`src/rtl/arashi_write_arbiter.sv`:
```
// Round-robin arbiter sharing the cache write path among THREAD_NUM threads; ack same cycle, out_valid next cycle.
// One-entry output register, stalls hold everything under out_ready=0; ARASHI_WRITE_ARBITER_STATS_EN adds grant/stall counters.
module arashi_write_arbiter #(
  parameter int DATA_WIDTH       = 32,
  parameter int THREAD_NUM_WIDTH = 2
) (
  input  logic                                      clk,
  input  logic                                      rstn,
  input  logic [(1<<THREAD_NUM_WIDTH)-1:0]          req,
  input  logic [DATA_WIDTH*(1<<THREAD_NUM_WIDTH)-1:0] req_data,
  output logic [(1<<THREAD_NUM_WIDTH)-1:0]          req_ack,
  output logic                                      out_valid,
  output logic [DATA_WIDTH-1:0]                     out_data,
  output logic [THREAD_NUM_WIDTH-1:0]               out_id,
  input  logic                                      out_ready
`ifdef ARASHI_WRITE_ARBITER_STATS_EN
  ,
  output logic [(16<<THREAD_NUM_WIDTH)-1:0]         grant_cnt,
  output logic [15:0]                               stall_cnt
`endif
);

  localparam int THREAD_NUM = 1 << THREAD_NUM_WIDTH;

  generate
    if (THREAD_NUM < 2 || THREAD_NUM > 4) begin : g_bad_thread_num
      $error("arashi_write_arbiter: THREAD_NUM must be in 2..4");
    end
  endgenerate

  typedef enum logic {IDLE = 1'b0, HOLD = 1'b1} state_t;

  state_t                    state_q;
  logic [THREAD_NUM_WIDTH-1:0] ptr_q, ptr_d;
  logic                      out_valid_q;
  logic [DATA_WIDTH-1:0]     out_data_q;
  logic [THREAD_NUM_WIDTH-1:0] out_id_q;

  logic                      load;
  logic                      win_vld;
  logic [THREAD_NUM_WIDTH-1:0] win_id;
  logic [THREAD_NUM_WIDTH-1:0] idx;
  logic [DATA_WIDTH-1:0]     win_data;
  logic [THREAD_NUM-1:0]     ack_d;

  assign load = (state_q == IDLE) || (out_valid_q && out_ready);

  // Rotating search starting at ptr; index arithmetic wraps because THREAD_NUM is a power of two.
  always_comb begin
    win_vld = 1'b0;
    win_id  = '0;
    idx     = '0;
    for (int i = 0; i < THREAD_NUM; i++) begin
      idx = ptr_q + THREAD_NUM_WIDTH'(i);
      if (!win_vld && req[idx]) begin
        win_vld = 1'b1;
        win_id  = idx;
      end
    end
  end

  always_comb begin
    win_data = '0;
    for (int i = 0; i < THREAD_NUM; i++) begin
      if (THREAD_NUM_WIDTH'(i) == win_id) begin
        win_data = req_data[i*DATA_WIDTH +: DATA_WIDTH];
      end
    end
  end

  assign ptr_d = win_id + 1'b1;

  // Gated by rstn so no ack escapes while reset is held with requests pending.
  always_comb begin
    ack_d = '0;
    if (rstn && load && win_vld) begin
      ack_d[win_id] = 1'b1;
    end
  end

  assign req_ack = ack_d;

  always_ff @(posedge clk or negedge rstn) begin
    if (!rstn) begin
      state_q     <= IDLE;
      ptr_q       <= '0;
      out_valid_q <= 1'b0;
      out_data_q  <= '0;
      out_id_q    <= '0;
    end else if (load) begin
      if (win_vld) begin
        state_q     <= HOLD;
        ptr_q       <= ptr_d;
        out_valid_q <= 1'b1;
        out_data_q  <= win_data;
        out_id_q    <= win_id;
      end else begin
        state_q     <= IDLE;
        out_valid_q <= 1'b0;
      end
    end
  end

  assign out_valid = out_valid_q;
  assign out_data  = out_data_q;
  assign out_id    = out_id_q;

`ifdef ARASHI_WRITE_ARBITER_STATS_EN
  logic [(16<<THREAD_NUM_WIDTH)-1:0] grant_cnt_q;
  logic [15:0]                       stall_cnt_q;

  always_ff @(posedge clk or negedge rstn) begin
    if (!rstn) begin
      grant_cnt_q <= '0;
      stall_cnt_q <= '0;
    end else begin
      for (int i = 0; i < THREAD_NUM; i++) begin
        if (ack_d[i] && (grant_cnt_q[i*16 +: 16] != 16'hFFFF)) begin
          grant_cnt_q[i*16 +: 16] <= grant_cnt_q[i*16 +: 16] + 16'd1;
        end
      end
      if (out_valid_q && !out_ready && (stall_cnt_q != 16'hFFFF)) begin
        stall_cnt_q <= stall_cnt_q + 16'd1;
      end
    end
  end

  assign grant_cnt = grant_cnt_q;
  assign stall_cnt = stall_cnt_q;
`endif

  a_ack_onehot: assert property (@(posedge clk) disable iff (!rstn) $onehot0(req_ack));
  a_ack_needs_load: assert property (@(posedge clk) disable iff (!rstn) !load |-> (req_ack == '0));

endmodule

```
`config.mk`:
```
export PLATFORM = sky130hd
export DESIGN_NAME = arashi_write_arbiter
export DESIGN_NICKNAME = d
export VERILOG_FILES = /design/src/rtl/arashi_write_arbiter.sv
export SDC_FILE = /design/constraint.sdc
export NUM_CORES = 1
export LEC_CHECK = 0
export ABC_AREA = 1
export CAP_MARGIN = 20
export CELL_PAD_IN_SITES_DETAIL_PLACEMENT = 1
export CELL_PAD_IN_SITES_GLOBAL_PLACEMENT = 1
export CORE_UTILIZATION = 21
export CTS_CLUSTER_DIAMETER = 80
export CTS_CLUSTER_SIZE = 30
export DETAILED_ROUTE_END_ITERATION = 7
export GPL_ROUTABILITY_DRIVEN = 0
export HOLD_SLACK_MARGIN = 0.15
export PLACE_DENSITY_LB_ADDON = 0.08
export SETUP_SLACK_MARGIN = 0.5
export SYNTH_ARGS = -nofsm -noshare
export SYNTH_HDL_FRONTEND = slang
export SYNTH_SLANG_ARGS = --single-unit
```
`constraint.sdc`:
```
create_clock -name clk -period 2.5 [get_ports clk]
set_input_delay 0.5 -clock clk [delete_from_list [all_inputs] [get_ports clk]]
set_output_delay 0.5 -clock clk [all_outputs]
set_load 0.05 [all_outputs]
```
==> qor.csv <==
metric;value;unit
Post-synth ARST share;100.0;%
Total Nets Final;800;
clk buf depth;2;
Die Area;13100;um^2
post-layout util;48.52;%
CTS Hold Bufs;0;
vias after detailed routing;3737;
register bit total from synthesis;37;
CTS tree;done;
worst hold path class;in -> async;
Main synth FF type;dfrtp_1;
f_max;353.7;MHz
DRC viols;0;
Mapped Cells;438;
Hold Vio Cnt, Final;0;
critical path class;reg -> reg;
slew of the pin with the lowest slew margin;0.5567;ns
Total GRT Usage;19.80;%
Synth Net Count;577;
1st-iter DRT viols;118;
final WL;13320;um
Tmin final;2.827;ns
status;complete, but fails checks;
crit share post-route;113.1;%
# diodes;0;
Place WS;-0.5072;ns
Synth top area share;34.87;%
layout cells sized above 1;25.83;%
clock sinks;37;
Die Height;114.4;um
Yosys cell types;19;
ANT nets after route;0;
Die Wd;114.4;um
router iterations before antenna repair;4;
final worst slack;-0.3271;ns
Clk Tree Root Cell;clkbuf_16;
grt ovf;0;
flop2flop setup slack;-0.33;ns
num ports;174;
cell count after placement;780;
vias in the first global route;4019;
critical path data arrival time;3.01;ns
Wirelength per Cell;16.05;um
multi-input logic area;1908;um^2
vias per cell;4.502;
Critical Path Source;ptr_q[0];
clock-pin slew on the worst setup and hold paths;0.06;ns
endpoint class of the critical path;flop;
Post-synth EDFFs;0;
largest net degree at the start of global routing;38;
top post-synthesis cells by count;nand2_1, o21ai_0, dfrtp_1;
Core Region;12160;um^2
CP endpoint;out_id[0];
synthesized area;2655;um^2
Max-Slew Margin vs Limit;62.82;%
Num CTS Buffers;5;
RSZ-0062 raised after global routing;yes;
worst reg2reg startpoint;ptr_q[0];
register area;928.4;um^2
H-tree levels;2;
CP Launch Type;flop;
failing checks;setup timing;
floorplan row count;40;
CP max FO;6;
register area share after synthesis;34.87;%
largest cells by area after synthesis;dfrtp_1, nand2_1, o21ai_0;
max_cap viols;0;
clock skew;0.005449;ns
clk_lat worst skew;0.29;ns
antenna violations before repair;0;
fin cells;830;
worst r2r path cells;20;
P&R area growth vs syn;122.2;%
Syn Area/Cell;6.062;um^2
first-pass GRT wire length;19760;um
final count of pins violating max slew;0;
number of synthesis warnings;0;
WP data required;2.68;ns
Fill cells;1485;
Port Buffers;173;
effective utilization at floorplan;21.83;%
most common cell in the netlist;nand2_1;
reg2reg end;out_id[0];
DP HPWL;8658;um
Final Setup Violations;37;
Synth area leader;dfrtp_1;
==> layout make-up <==
class                      instances  share of cell area (%)
clock buffer                       7                   2.417
clock inverter                     1                  0.5089
inverter                          17                   1.421
multi-input combinational        355                   32.34
sequential                        37                   15.73
tap                              168                   3.562
timing repair buffer             245                   44.02
==> cell usage in the layout (no fill, tap or decap), drive strengths merged <==
| cell type | synthesis | layout |
|---|---|---|
| nand3 | 8 | 8 |
| clkbuf | 21 | 8 |
| o21ai | 67 | 67 |
| nor2 | 6 | 6 |
| dfrtp | 37 | 37 |
| inv | 17 | 17 |
| a21oi | 33 | 33 |
| buf | 8 | 76 |
| ha | 4 | 4 |
| nand3b | 1 | 1 |
| bufinv | 0 | 1 |
| clkdlybuf4s50 | 0 | 149 |
| dlymetal6s2s | 0 | 13 |
| nand2 | 236 | 236 |
| dlygate4sd2 | 0 | 6 |
==> flip-flops by register name (all words and copies together) (netlist names) <==
| name | count |
|---|---|
| out_data | 32 |
| out_id | 2 |
| ptr_q | 2 |
| out_valid | 1 |
==> what timing repair did <==
item,in CTS,in global routing
gates resized for setup,68,115
endpoints found under the setup margin,43,54
buffers inserted,28,10
cloned,3,1
pin swaps,21,65
==> kinds of logic after synthesis <==
kind of cell | after synthesis | share of synthesized area, %
buf+inv | 46 | 7.634
simple gates | 251 | 36.76
flops | 37 | 34.87
fa+ha+maj | 4 | 1.885
compound gates | 100 | 18.85
==> worst max-delay path, stage by stage (launching register included) <==
cell	delay (ns)
dfrtp_2	0.47
buf_6	0.17
nand2_4	0.06
nand2_4	0.06
nand2_4	0.09
nand2_4	0.06
buf_4	0.14
a21oi_4	0.17
nand2_2	0.09
buf_4	0.14
buf_4	0.12
buf_4	0.13
buf_4	0.13
buf_4	0.13
buf_4	0.13
buf_4	0.13
buf_4	0.12
buf_4	0.12
buf_4	0.13
nand3_1	0.08
nand2_1	0.05
==> worst min path at each step <==
stage                   endpoint
global route         out_data[2]
CTS                  out_data[0]
detailed placement  out_data[18]
floorplan            out_data[0]
finish              out_data[30]
global placement    out_data[20]
==> metrics by stage <==
step | hold WS (ns) | setup TNS [ns] | area (um^2)
final | 0.3722 | -6.888 | 5901
after global routing | 0.4170 | -12.12 | 5901
after CTS | 0.3891 | -2.636 | 5459
after detailed placement | 0.4649 | -14.94 | 4895
after global placement | 0.4624 | -11.67 | 4895
after floorplan | 0.2044 | 0 | 2831
==> routing by layer <==
metal	GRT usage (%)	routed length [um]	share of wire [%]
met1	20.92	5230	39
met2	37.05	6943	52
met3	5.929	892	6.7
met4	6.926	257	1.9
met5	0	0	0
Power is not shown: default switching activity piles up to over one toggle a cycle in this logic, so the estimate is an artifact.
==> variant 1, RTL diff (same settings) <==
Set the parameter `THREAD_NUM_WIDTH` to 1 (it was 2).
--- a/src/rtl/arashi_write_arbiter.sv
+++ b/src/rtl/arashi_write_arbiter.sv
@@ -2,7 +2,7 @@
 // One-entry output register, stalls hold everything under out_ready=0; ARASHI_WRITE_ARBITER_STATS_EN adds grant/stall counters.
 module arashi_write_arbiter #(
   parameter int DATA_WIDTH       = 32,
-  parameter int THREAD_NUM_WIDTH = 2
+  parameter int THREAD_NUM_WIDTH = 1
 ) (
   input  logic                                      clk,
   input  logic                                      rstn,
Ports: changed (resized out_id, req, req_ack and req_data); port bits go from 174 to 105. No check against the original RTL was run, so the function may have changed too.
==> variant 1 against the unedited design <==
Sequential cell count down 2; hold slack worse by 98 ps; utilization down 9.9 points; critical path depth down 19; sequential share of layout area up 13 points; critical endpoint is now out_data[12]; area after synthesis down 36%; setup slack better by 860 ps; clock skew about the same; global-route usage down 2.5 points; final area down 49%; routed wire length down 48%; cell count down 51%.
Power is left out: it rests on default switching activity, and per cell area and clock period it moved more than threefold.
==> variant 1: results (changes against the unedited design) <==
- Slowest Stage Delay on Critical Path: 830 ps (+360 ps)
- Dpl cells: 399 (-49%)
- Critical path endpoint: out_data[12]
- Initial DRC count: 40 (-66%)
- Root Buffer: clkbuf_8
- #FFs+latches synth: 35 (-5.4%)
- Nets: 373 (-53%)
- Reg2Reg Setup Slack: 970 ps (+1300 ps)
- GR Util All Layers: 17.3% (-2.5 points)
- Worst Reg2Reg Path Length in Cells: 6 (-70%)
- Reg area: 876 um^2 (-5.7%)
- Inverter count: 4 (-13)
- Worst Skew: 5.40 ps (-0.0473 ps)
- Row cnt: 32 (-20%)
- Largest fanout on the critical path: 2 (-4)
- Mapped Avg Cell Area: 8.52 um^2 (+40%)
- Post-CTS Setup Inserts: 0 (-100%)
- Final WL: 6.91 mm (-48%)
- Fillcell total: 918 (-38%)
- Synth unique cells: 15 (-4)
- Worst flop-to-flop path startpoint: out_valid
- Clk_buf instances: 8 (+1)
- Via count: 1,912 (-49%)
- Placed cell area: 0.00288 mm^2 (-41%)
- Status: complete, no violations
- R2r endpoint: out_data[14]
- Share of cells above drive strength 1: 9.84% (-16 points)
- Data arrival, critical path: 1460 ps (-1550 ps)
- Sequential fraction of the synthesis area: 51.2% (+16 points)
- Largest net degree at the start of global routing: 36 (-5.3%)
- Syn Nets: 270 (-53%)
- Clock-cell share of area: 3.32% (+0.39 points)
- Fraction of area in multi-input gates: 24.4% (-7.9 points)
- Number of global-route vias before repair: 2,068 (-49%)
- Clk pin slew, worst setup/hold paths: 80 ps (+20 ps)
- Synth top area cells: dfrtp_1, nand3_1, nand4_1
- Fraction of area in non-clock buffers: 38.5% (-5.6 points)
- CP max-delay cell: clkdlybuf4s50_1
- Comb_multi_in: 143 (-60%)
- Fmax: 509 MHz (+44%)
- Hold WS: 274 ps (-98.3 ps)
- Worst slew pin tran: 561 ps (+3.87 ps)
- Synth top cells by count: nand3_1, nand2_1, dfrtp_1
- CP Launch Point: out_data[12]
- Vias/cell: 4.70 (+4.3%)
- Non-CTS buffers: 115 (-53%)
[variant 1: cell types whose count changed after synthesis, sizes merged, moves of 2 or more]
| cell | before | now |
|---|---|---|
| o21ai | 67 | 2 |
| ha | 4 | 0 |
| dfrtp | 37 | 35 |
| clkbuf | 21 | 6 |
| a21oi | 33 | 0 |
| nand4 | 0 | 32 |
| inv | 17 | 4 |
| nand3 | 8 | 65 |
| buf | 8 | 13 |
| nand2 | 236 | 39 |
[variant 1: cell families after synthesis]
group,after synthesis,share of synthesized area [%]
and+or+nand+nor,141,41.2
DFF,35,51.2
buffers and inverters,23,6.80
AOI/OAI and AO/OA,2,0.804
[variant 1: metal layers]
layer  vias up  global-route usage, %  routed length (um)
li1        919                      -                   -
met1       918                   22.0                3150
met2        69                   29.1                3290
met3         6                   3.98                 380
met4         0                   4.82                  85
met5         -                      0                   0
[variant 1: timing repair]
item,in CTS,in global routing
resized for setup,7,11
setup endpoints to repair,3,11
cloned,0,0
hold buffers,0,0
pin swaps,3,0
==> variant 2, RTL diff (config.mk and constraints unchanged) <==
Made on the original files. Build with the macro `ARASHI_WRITE_ARBITER_STATS_EN` defined.
--- a/src/rtl/arashi_write_arbiter.sv
+++ b/src/rtl/arashi_write_arbiter.sv
@@ -1,5 +1,7 @@
 // Round-robin arbiter sharing the cache write path among THREAD_NUM threads; ack same cycle, out_valid next cycle.
 // One-entry output register, stalls hold everything under out_ready=0; ARASHI_WRITE_ARBITER_STATS_EN adds grant/stall counters.
+`define ARASHI_WRITE_ARBITER_STATS_EN
+
 module arashi_write_arbiter #(
   parameter int DATA_WIDTH       = 32,
   parameter int THREAD_NUM_WIDTH = 2
Formal check against the unedited RTL (old outputs only; new: grant_cnt and stall_cnt): equivalent (equiv_simple and equiv_induct, registers matched by name and starting in step).
==> variant 2 against the unedited design <==
The flow still finishes with violations (setup timing); sequential cell count up 80; routed wire length is 140% higher; highest routed layer unchanged; utilization is 12 points lower; global-route usage is 2.5 points lower; first-iteration DRC count rose to 2.5 times the old value; setup slack got worse by 150 ps; maximum frequency fell by 5.2%; area after synthesis grew to 2.8 times the old value; final area increased by 110%.
==> variant 2: results (changes against the unedited design) <==
- DP Wirelength: 21.6 mm (+150%)
- Failing checks: setup timing
- Worst slew pin tran: 742 ps (+185 ps)
- Largest fanout on the critical path: 4 (-2)
- Family with the most delay on the worst path: buffers and inverters
- Clk buf depth: 2 (unchanged)
- Number of global-route vias before repair: 8,267 (+110%)
- Data arrival, critical path: 2480 ps (-530 ps)
- Initial DRC count: 300 (+150%)
- Placed cell area: 0.0110 mm^2 (+130%)
- Worst flop-to-flop path startpoint: ptr_q[0]
- GR Util All Layers: 17.3% (-2.5 points)
- Sequential fraction of the synthesis area: 39.5% (+4.6 points)
- CP Launch Point: req[3]
- Worst Skew: 6.53 ps (+1.08 ps)
- Clock latency on the worst-skew pair: 430 ps (+140 ps)
- Status: finished, violations left
- Setup ws final: -481 ps (-154 ps)
- CP max-delay cell: clkdlybuf4s50_1
- Share of cells above drive strength 1: 18.8% (-7.0 points)
- Syn Nets: 1,216 (+110%)
- H-tree depth: 4 (+2)
- Vias/cell: 4.34 (-3.5%)
- Synth unique cells: 31 (+12)
- Nets: 1,547 (+93%)
- # setup viols final: 44 (+19%)
- Final WL: 32.1 mm (+140%)
- Slowest Stage Delay on Critical Path: 510 ps (+40 ps)
- Fillcell total: 4,140 (+180%)
- Largest net degree at the start of global routing: 118 (+210%)
- Initial antenna violation count: 1 (+1)
- Cts bufs inserted: 17 (+12)
- Port bufs: 253 (+46%)
-- variant 2: through the flow --
step                hold WS [ps]  std cells  setup WS (ps)  setup TNS, ps
floorplan                    204       1072           40.8              0
global placement             463       1799           -627         -42070
detailed placement           468       1799           -662         -44870
CTS                          255       1853           -494          -9640
global route                 266       1871           -598         -17450
finish                       189       1874           -481          -9850
-- variant 2: per-layer routing --
metal	vias up	GRT usage, %	part of all wire, %
met4	0	5.33	1.6
met3	28	3.62	5.9
met2	211	27.8	45
met1	3850	23.3	47
li1	4049	-	-
met5	-	0	0
-- variant 2: timing repair --
item / in CTS / in global routing
resized for setup: 180 / 129
cloned: 6 / 4
pin swaps: 12 / 20
buffers inserted: 16 / 14
setup endpoints to repair: 221 / 167
-- variant 2: final timing paths --
check / endpoint / slack [ps] / cells past startpoint
min in group clk: out_data[2] / 470 / 2
setup reg to reg: out_data[3] / -320 / 20
max in group asynchronous: grant_cnt[1] / 1700 / 2
hold / removal: out_data[20] / 190 / 2
hold reg to reg: out_data[2] / 470 / 2
setup / recovery: req_ack[2] / -480 / 13
-- variant 2: kinds of logic after synthesis --
family                     Yosys count  share of synthesized area (%)
AOI/OAI and AO/OA                   78                           6.95
adders and majority gates            9                           1.52
DFF                                117                           39.5
xor gates and xnor gates            59                           6.97
and+or+nand+nor                    692                           38.4
buffers and inverters              117                           6.71
-- variant 2: area by class of cell --
cell class,count,area [um^2],area share [%]
clock buffer,22,464,3.67
multi-input combinational,841,4520,35.8
antenna,3,7.51,0.0594
timing repair buffer,347,3630,28.7
sequential,117,2930,23.2
clock inverter,10,200,1.58
inverter,79,318,2.51
tap,455,569,4.50
-- variant 2: report_power, final --
group | switching, W | internal [W] | total, W | leakage [nW]
Combinational | 0.00680 | 0.00499 | 0.0118 | 4.58
Sequential | 0.000411 | 0.00240 | 0.00281 | 1.54
Clock | 0.000951 | 0.00192 | 0.00287 | 0.328
Total | 0.00816 | 0.00930 | 0.0175 | 6.45
